File: config.mk
export PLATFORM = sky130hd
export DESIGN_NAME = vecmac_dot_ctrl
export DESIGN_NICKNAME = d
export VERILOG_FILES = /design/src/rtl/vecmac_pkg.sv /design/src/rtl/vecmac_opbuf.sv /design/src/rtl/vecmac_dot_ctrl.sv
export SDC_FILE = /design/constraint.sdc
export NUM_CORES = 1
export LEC_CHECK = 0
export CAP_MARGIN = 10
export CELL_PAD_IN_SITES_DETAIL_PLACEMENT = 1
export CELL_PAD_IN_SITES_GLOBAL_PLACEMENT = 1
export CORE_ASPECT_RATIO = 0.9
export CORE_UTILIZATION = 50
export CTS_CLUSTER_SIZE = 40
export DETAILED_ROUTE_END_ITERATION = 16
export PLACE_DENSITY = 0.95
export SYNTH_ARGS = -nofsm -noshare
export SYNTH_HDL_FRONTEND = slang
export SYNTH_SLANG_ARGS = --single-unit
File: constraint.sdc
create_clock -name clk -period 2.9 [get_ports clk]
set_clock_uncertainty 0.15 [all_clocks]
set_input_delay 0.435 -clock clk [delete_from_list [all_inputs] [get_ports clk]]
set_output_delay 0.435 -clock clk [all_outputs]
set_load 0.1 [all_outputs]
File: src/rtl/vecmac_pkg.sv
// -----------------------------------------------------------------------------
// vecmac_pkg
// Shared definitions for the int8_vecmac dot-product sequencer:
//   - operand / product widths of the 4-bit shift-add multiplier stage
//   - controller state encoding
//   - operand-pair record stored in the operand buffer
//   - clog2 helper usable in parameter expressions
// -----------------------------------------------------------------------------
package vecmac_pkg;

   localparam int VM_OP_W  = 4;
   localparam int VM_MUL_W = 2 * VM_OP_W;

   localparam logic [1:0] ST_IDLE = 2'd0;
   localparam logic [1:0] ST_LOAD = 2'd1;
   localparam logic [1:0] ST_RUN  = 2'd2;
   localparam logic [1:0] ST_DONE = 2'd3;

   typedef struct packed {
      logic [VM_OP_W-1:0] a;
      logic [VM_OP_W-1:0] b;
   } opair_t;

   // Ceiling log2; clog2(1) = 0.
   function automatic int clog2(input int value);
      int r;
      r = 0;
      for (int v = value - 1; v > 0; v = v >> 1) begin
         r = r + 1;
      end
      return r;
   endfunction

endpackage

File: src/rtl/vecmac_opbuf.sv
// -----------------------------------------------------------------------------
// vecmac_opbuf
// N_ELEM-entry operand-pair register file for the dot-product sequencer.
// One registered write port, one combinational read port. All entries are
// cleared by the asynchronous reset.
//
// Ports:
//   clk_i      clock, posedge
//   rst_ni     asynchronous active-low reset (clears every entry)
//   wr_en_i    write strobe (gated by the caller)
//   wr_addr_i  write slot
//   wr_data_i  operand pair to store
//   rd_addr_i  read slot
//   rd_data_o  operand pair at rd_addr_i (combinational)
// -----------------------------------------------------------------------------
module vecmac_opbuf
   import vecmac_pkg::*;
#(
   parameter int N_ELEM = 8,
   parameter int AW     = clog2(N_ELEM)
) (
   input  logic          clk_i,
   input  logic          rst_ni,
   input  logic          wr_en_i,
   input  logic [AW-1:0] wr_addr_i,
   input  opair_t        wr_data_i,
   input  logic [AW-1:0] rd_addr_i,
   output opair_t        rd_data_o
);

   opair_t mem_q [N_ELEM];

   always_ff @(posedge clk_i or negedge rst_ni) begin
      if (!rst_ni) begin
         for (int i = 0; i < N_ELEM; i++) begin
            mem_q[i] <= '0;
         end
      end else if (wr_en_i) begin
         mem_q[wr_addr_i] <= wr_data_i;
      end
   end

   assign rd_data_o = mem_q[rd_addr_i];

endmodule

File: src/rtl/vecmac_dot_ctrl.sv
// -----------------------------------------------------------------------------
// vecmac_dot_ctrl
// Sequencer + accumulator around the 4-bit shift-add multiplier stage.
// Holds a small operand-pair buffer, feeds each pair to the multiplier with
// the start/finish handshake and sums the 8-bit products into acc_out.
// With a 4-cycle multiplier each element takes 6 cycles (LOAD 1 + RUN 5).
//
// Ports:
//   clk         clock, posedge
//   rst         asynchronous active-low reset
//   wr_en       write operand pair into buffer (ignored while busy)
//   wr_addr     buffer slot
//   wr_a/wr_b   operands
//   len         element count 0..N_ELEM, sampled with go (larger values clamp)
//   go          start pulse (ignored while busy)
//   mul_a/mul_b registered operands to the multiplier
//   mul_start   0 = multiplier load/clear, 1 = multiplier run
//   mul_out     product from the multiplier
//   mul_finish  multiplier done level
//   acc_out     dot-product result, held until the next accepted go
//   done        one-cycle result-valid pulse
//   busy        high in every state except IDLE
//   err         sticky timeout flag, cleared by the next accepted go
// -----------------------------------------------------------------------------
module vecmac_dot_ctrl
   import vecmac_pkg::*;
#(
   parameter int N_ELEM   = 8,
   parameter int OP_W     = VM_OP_W,
   parameter int MUL_W    = VM_MUL_W,
   parameter int ACC_W    = 11,
   parameter int MAX_WAIT = 15
) (
   input  logic                      clk,
   input  logic                      rst,
   input  logic                      wr_en,
   input  logic [clog2(N_ELEM)-1:0]  wr_addr,
   input  logic [OP_W-1:0]           wr_a,
   input  logic [OP_W-1:0]           wr_b,
   input  logic [clog2(N_ELEM):0]    len,
   input  logic                      go,
   output logic [OP_W-1:0]           mul_a,
   output logic [OP_W-1:0]           mul_b,
   output logic                      mul_start,
   input  logic [MUL_W-1:0]          mul_out,
   input  logic                      mul_finish,
   output logic [ACC_W-1:0]          acc_out,
   output logic                      done,
   output logic                      busy,
   output logic                      err
);

   localparam int AW = clog2(N_ELEM);
   localparam int LW = AW + 1;
   // Wait counter must be able to represent MAX_WAIT + 1 for the overflow test.
   localparam int WW = clog2(MAX_WAIT + 2);

   logic [1:0]       state_q, state_d;
   logic [AW-1:0]    idx_q,   idx_d;
   logic [LW-1:0]    len_q,   len_d;
   logic [WW-1:0]    wait_q,  wait_d;
   logic [ACC_W-1:0] acc_q,   acc_d;
   logic             err_q,   err_d;
   logic [OP_W-1:0]  mula_q,  mula_d;
   logic [OP_W-1:0]  mulb_q,  mulb_d;

   opair_t           wr_pair;
   opair_t           rd_pair;
   logic [LW-1:0]    len_clamped;
   logic [WW-1:0]    wait_inc;
   logic             wait_over;
   logic             last_elem;

   assign busy = (state_q != ST_IDLE);

   assign wr_pair = '{a: wr_a, b: wr_b};

   vecmac_opbuf #(
      .N_ELEM (N_ELEM),
      .AW     (AW)
   ) u_opbuf (
      .clk_i     (clk),
      .rst_ni    (rst),
      .wr_en_i   (wr_en & ~busy),
      .wr_addr_i (wr_addr),
      .wr_data_i (wr_pair),
      .rd_addr_i (idx_q),
      .rd_data_o (rd_pair)
   );

   assign len_clamped = (len > LW'(N_ELEM)) ? LW'(N_ELEM) : len;
   assign wait_inc    = wait_q + WW'(1);
   assign wait_over   = (wait_inc > WW'(MAX_WAIT));
   assign last_elem   = ({1'b0, idx_q} == (len_q - LW'(1)));

   always_comb begin
      state_d = state_q;
      idx_d   = idx_q;
      len_d   = len_q;
      wait_d  = wait_q;
      acc_d   = acc_q;
      err_d   = err_q;
      mula_d  = mula_q;
      mulb_d  = mulb_q;

      case (state_q)
         ST_IDLE: begin
            if (go) begin
               acc_d = '0;
               err_d = 1'b0;
               if (len_clamped == '0) begin
                  state_d = ST_DONE;
               end else begin
                  len_d   = len_clamped;
                  idx_d   = '0;
                  state_d = ST_LOAD;
               end
            end
         end

         // mul_finish may still be high from the previous element here, so it
         // is deliberately not looked at; mul_start=0 clears the multiplier.
         ST_LOAD: begin
            mula_d  = rd_pair.a;
            mulb_d  = rd_pair.b;
            wait_d  = '0;
            state_d = ST_RUN;
         end

         ST_RUN: begin
            if (mul_finish) begin
               acc_d = acc_q + ACC_W'(mul_out);
               if (last_elem) begin
                  state_d = ST_DONE;
               end else begin
                  idx_d   = idx_q + AW'(1);
                  state_d = ST_LOAD;
               end
            end else if (wait_over) begin
               // Abort without a done pulse; acc keeps the partial sum.
               err_d   = 1'b1;
               state_d = ST_IDLE;
            end else begin
               wait_d = wait_inc;
            end
         end

         ST_DONE: begin
            state_d = ST_IDLE;
         end

         default: begin
            state_d = ST_IDLE;
         end
      endcase
   end

   always_ff @(posedge clk or negedge rst) begin
      if (!rst) begin
         state_q <= ST_IDLE;
         idx_q   <= '0;
         len_q   <= '0;
         wait_q  <= '0;
         acc_q   <= '0;
         err_q   <= 1'b0;
         mula_q  <= '0;
         mulb_q  <= '0;
      end else begin
         state_q <= state_d;
         idx_q   <= idx_d;
         len_q   <= len_d;
         wait_q  <= wait_d;
         acc_q   <= acc_d;
         err_q   <= err_d;
         mula_q  <= mula_d;
         mulb_q  <= mulb_d;
      end
   end

   assign mul_a     = mula_q;
   assign mul_b     = mulb_q;
   assign mul_start = (state_q == ST_RUN);
   assign done      = (state_q == ST_DONE);
   assign acc_out   = acc_q;
   assign err       = err_q;

endmodule

; ---- After elaboration in Yosys (flattened, before gate mapping)
; Cells that the tools add are included.
[classes]
addsub = 4
order_cmp = 5
eq_ne = 12
muxes = 28
bitwise = 5
n_reduce_logical = 12
[ops]
columns = cell, n
row1 = 64-bit bitwise mux, 1
row2 = 8-bit binary-select mux with 3-bit select, 1
row3 = 8-bit demux with 3-bit select, 1
row4 = 8-bit 2-to-1 mux, 3
row5 = 11-bit 2-to-1 mux, 2
row6 = 11-bit one-hot mux with 2 select lines, 1
row7 = 3-bit 2-to-1 mux, 4
row8 = 11-bit by 8-bit adder with 11-bit output, 1
row9 = 2-bit 2-to-1 mux, 5
row10 = 5-bit 2-to-1 mux, 2
row11 = "2-bit != test, second input constant", 5
row12 = 5-bit one-hot mux with 2 select lines, 1
row13 = 3-bit AND reduction, 3
row14 = "4-bit >= comparator, second input constant", 2
row15 = 3-bit NOT with 4-bit output, 2
row16 = 2-bit one-hot mux with 4 select lines, 1
row17 = 3-bit one-hot mux with 2 select lines, 1
row18 = 2-bit nonzero test, 3
row19 = "5-bit by 1-bit adder with 5-bit output, second input constant", 1
row20 = "5-bit by 4-bit > comparator with 1-bit output, second input constant", 1
row21 = 5-bit AND reduction, 1
row22 = "2-bit equality test, second input constant", 2
row23 = 3-bit by 4-bit equality test with 1-bit output, 1
row24 = "4-bit > comparator, second input constant", 1
row25 = 16 further kinds, 20
[word_totals]
regBits = 98
input_bits = 28
output_inout_bits = 23
word_cells = 90

; ---- Depth between registers and ports, before layout
[logic_depth]
ltp_word = 6
mapped_depth = 8
ltp_nobuf = 8

; ---- Modules after synthesis
; A second synthesis with hierarchy kept.
[hier_totals]
hier_cells = 395
area_unflattened_um2 = 5117.4
[modules_own_cells]
columns = mod, instances, cells_each, area_each_um2, seq_area_each_um2
row1 = vecmac_opbuf, 1, 172, 2992.9, 1601.5
row2 = vecmac_dot_ctrl, 1, 223, 2124.5, 850.8

; ---- Worst setup path before layout
; Ideal clock, no wire load.
[synth_path]
kind = reg2reg
start = register state_q[0]
end = register acc_q[10], in the netlist acc_out[10]
setup_time_ns = 0.079
arrival_ns = 2.479
required_time_ns = 2.671
slack_ns = 0.192
stages_incl_launch_ff = 9
path_buffers = 1
period_less_slack_ns = 2.708
cell_sequence = dfrtp_1 inv_1 ha_1 buf_4 inv_1 a211oi_2 nand4_1 a21oi_1 mux2i_1
[synth_between]
elab_chain_len = 3
elab_cells_between_ends = 7
cone_classes = 3 x eq/ne / 1 x mux / 3 x reduce/logical
[synth_lines]
columns = item, line_no
row1 = start: declaration, vecmac_dot_ctrl.sv:58  ; logic [1:0] state_q, state_d;
row2 = start signal: assignment, vecmac_dot_ctrl.sv:169  ; state_q <= state_d;
row3 = 2-bit equality test *, --
row4 = via mul_start, vecmac_dot_ctrl.sv:44  ; output logic mul_start,
row5 = 2-bit by 1-bit != test with 1-bit output (no source line) or 2-bit nonzero test (tied branches), --
row6 = 3-bit AND reduction (no source line), --
row7 = end signal: assignment, vecmac_dot_ctrl.sv:164  ; acc_q <= '0;
row8 = end signal: assignment, vecmac_dot_ctrl.sv:173  ; acc_q <= acc_d;
row9 = end: declaration, vecmac_dot_ctrl.sv:62  ; logic [ACC_W-1:0] acc_q, acc_d;
; Mark *: on every way through the listed nets, which the timed path passes. The rest lies on a longest branch.
; A chain may end at the register's enable or synchronous reset.

; ---- Worst setup path in the final report
[layout_path]
start = register state_q[1]
end = register u_opbuf.mem_q[52] (netlist name)
[layout_between]
elab_chain_len = 3
[layout_lines]
columns = item, line_no
row1 = 2-bit nonzero test, vecmac_dot_ctrl.sv:74  ; assign busy = (state_q != ST_IDLE);
row2 = 1-bit NOT, vecmac_dot_ctrl.sv:84  ; .wr_en_i (wr_en & ~busy),
row3 = 1-bit AND, vecmac_dot_ctrl.sv:84
row4 = end signal: indexed assignment, vecmac_opbuf.sv:39  ; mem_q[wr_addr_i] <= wr_data_i;
row5 = end: declaration, vecmac_opbuf.sv:31  ; opair_t mem_q [N_ELEM];
; Every way passes these cells.

==> reports/metrics.cfg <==
[worst_setup_path]
cp_max_fo = 10
critPathLaunch = state_q[1]
crit_chain = inv_1 -> ha_1 -> nand3b_4 -> nor2_2 -> mux2_2
slowest_delay_ns = 0.56
required_ns = 3.01
cp.arrival_ns = 2.61
timing_worst_setup_path_type = flip-flop to flip-flop
endpoint_kind = flip-flop
rr_startpoint = state_q[1]
critPathBufInv = 1
crit_family = simple AND/OR/NAND/NOR gates
cp_slowest_cell = nor2_2
start_kind = flip-flop

[drt]
drc = 0
vias = 3367
wl_per_cell_um = 21.9
drt-total-wl_um = 12500
via_per_inst = 5.91
drt_first_pass_iters = 4
ant_nets = 0
drt_iter0_markers = 172

[sta]
max-slew-margin-rel_pct = 52.6
finalCritPeriodShare_pct = 86.2
hold_violations = 0
fin_ws_ns = 0.400
period_minus_slack_ns = 2.50
rsz0062_at_grt = false
max_freq_mhz = 400
setup_viol = 0
tightestPinTransition_ns = 0.711
slew_violations = 0
fin_tns_setup_ns = 0

[power_and_ir_drop]
power.switching_uw = 3040
combPwrFrac_pct = 51.2
seq_power_share_pct = 35.6
power_frac_clock_pct = 13.2
p_per_area_nw_per_um2 = 1130
ir_worst_vdd_mv = 0.633
leakage_uw = 0.00255
switching_share_pct = 46.6
p_int_uw = 3480

[clocking]
clkSlewWorstSetupHoldPaths_ns = 0.10
ctsResizeCount = 0
clockBufferDepth = 2
hold_buffers = 1
cts_buffers = 9
clockRootBuffer = clkbuf_8
htreeDepth = 3
cts_tree = built
postCtsSetupRepairBufs = 0
insertion_delay_ns = 0.38
cts.sinks = 98

[grt]
grtUsageMet3_pct = 4.63
grt-busiest-layer = met2
antenna_found_initial = 0
grt_util_met2_pct = 47.7
overflow = 0
grt_start_max_net_pins = 51
grt_pass1_vias = 3702
grt_usage_pct = 26.4
grt_pass1_wl_um = 20100
grtUsageMet1_pct = 31.7

[placement]
pre_cts_slack_ns = 0.156
dpl_cell_area_um2 = 5550
portBuffers = 50
post-dp-hpwl_um = 8730
gp_congestion = 0.792

[finish]
area_growth_pct = 15.9
sequential_cell_area_um2 = 2450
finalInstanceArea_um2 = 5750
drive_gt1_share_pct = 32.4
antennaDiodeCount = 0
nNetsFinal = 485
fill_cells = 961
multi_input_area_um2 = 2390

[yosys]
synth_edf_count = 0
synthTopCellsByCount = dfrtp_1 (98), mux2_2 (66), a21oi_1 (19)
ys_warn_count = 0
synth_cell_types = 53
synthCells = 383
yosysTopAreaCellShare_pct = 49.4
synth_ff_type = dfrtp_1
ys_seq_area_share_pct = 49.4
yosys.area.top_type = dfrtp_1
post-synth-top-count-cell = dfrtp_1
syn_area_per_cell_um2 = 13.0
synth_area_um2 = 4960
synth_area_leaders = dfrtp_1 (49%), mux2_2 (15%), mux4_2 (7.3%), ha_1 (4.3%), mux2i_1 (2.4%)
syn_nets = 429
synthArstFlopShare_pct = 100
synth.ff_latch_count = 98

[job]
max_cap_violations = 0

[floorplan]
die_w_um = 107
dieArea_um2 = 10300
start_util_pct = 51.4
num_rows = 34
die_h_um = 96.5
ios = 51
core-area_um2 = 9660

[outcome]
status = complete, no violations

[min_path]
min-delay-start = u_opbuf.mem_q[49]
hold_class = flip-flop to flip-flop

logic make-up after synthesis:
kind of cell             after synthesis  share of synthesized area, %
flip-flops                            98                          49.4
multiplexers                          94                          24.7
AND/OR/NAND/NOR                       80                          9.23
AO/OA/AOI/OAI                         61                          8.22
buffers and inverters                 24                          2.37
adder cells (fa/ha/maj)               18                          4.69
XOR/XNOR                               8                          1.41
metal layers:
layer | share of wire (%) | up-vias | wire [um]
met3 | 4.1 | 16 | 515
li1 | - | 1513 | -
met5 | 0 | - | 0
met2 | 53 | 100 | 6600
met1 | 41 | 1738 | 5150
met4 | 1.7 | 0 | 215
registers in the layout (all words and copies together) (netlist names):
name           flops
wait_q             5
u_opbuf.mem_q     64
err                1
idx_q              3
acc_out           11
mul_b              4
len_q              4
state_q            2
mul_a              4
path summary, 6_finish.rpt:
path                                      to  cells past startpoint  slack [ns]
setup / recovery           u_opbuf.mem_q[52]                      5        0.40
hold / removal             u_opbuf.mem_q[49]                      1        0.36
setup reg to reg           u_opbuf.mem_q[52]                      5        0.40
hold reg to reg            u_opbuf.mem_q[49]                      1        0.36
max in group asynchronous  u_opbuf.mem_q[52]                      3        1.43
min in group asynchronous         acc_out[7]                      2        0.47
through the flow:
| step | total power (uW) | std cells | util, % | hold WS [ns] |
|---|---|---|---|---|
| after global routing | 6850 | 570 | 59.5 | 0.388 |
| after detailed placement | 5640 | 553 | 57.5 | 0.344 |
| after global placement | 5390 | 553 | 57.5 | 0.333 |
| after floorplan | 4780 | 383 | - | -0.0106 |
| after CTS | 6530 | 570 | 59.5 | 0.365 |
| final | 6510 | 570 | 59.5 | 0.363 |
layout make-up:
| cell class | instances | share of cell area [%] |
|---|---|---|
| Tap cell | 126 | 2.74 |
| Inverter | 13 | 0.849 |
| Clock buffer | 9 | 2.15 |
| Timing Repair Buffer | 56 | 8.92 |
| Multi-Input combinational cell | 261 | 41.6 |
| Clock inverter | 7 | 1.07 |
| Sequential cell | 98 | 42.7 |
layout by cell type, fill, tap and decap left out, drive strengths merged, types with 12 or more instances in the layout:
cell and instances:
buf 29, mux2i 12, o21ai 14, ha 17, inv 17, mux4 16
clkdlybuf4s50 26, nor2 23, nand2 18, dfrtp 98, mux2 66, a21oi 21
power groups by stage:
stage	sequential, uW	combinational (uW)	clock (uW)
2_1_floorplan	3020	1760	0
3_3_place_gp	2260	3130	0
5_1_grt	2390	3540	921
4_1_cts	2310	3340	873
6_report	2320	3340	857
3_5_place_dp	2330	3310	0
Note: power is estimated with default switching activity, not from simulation.
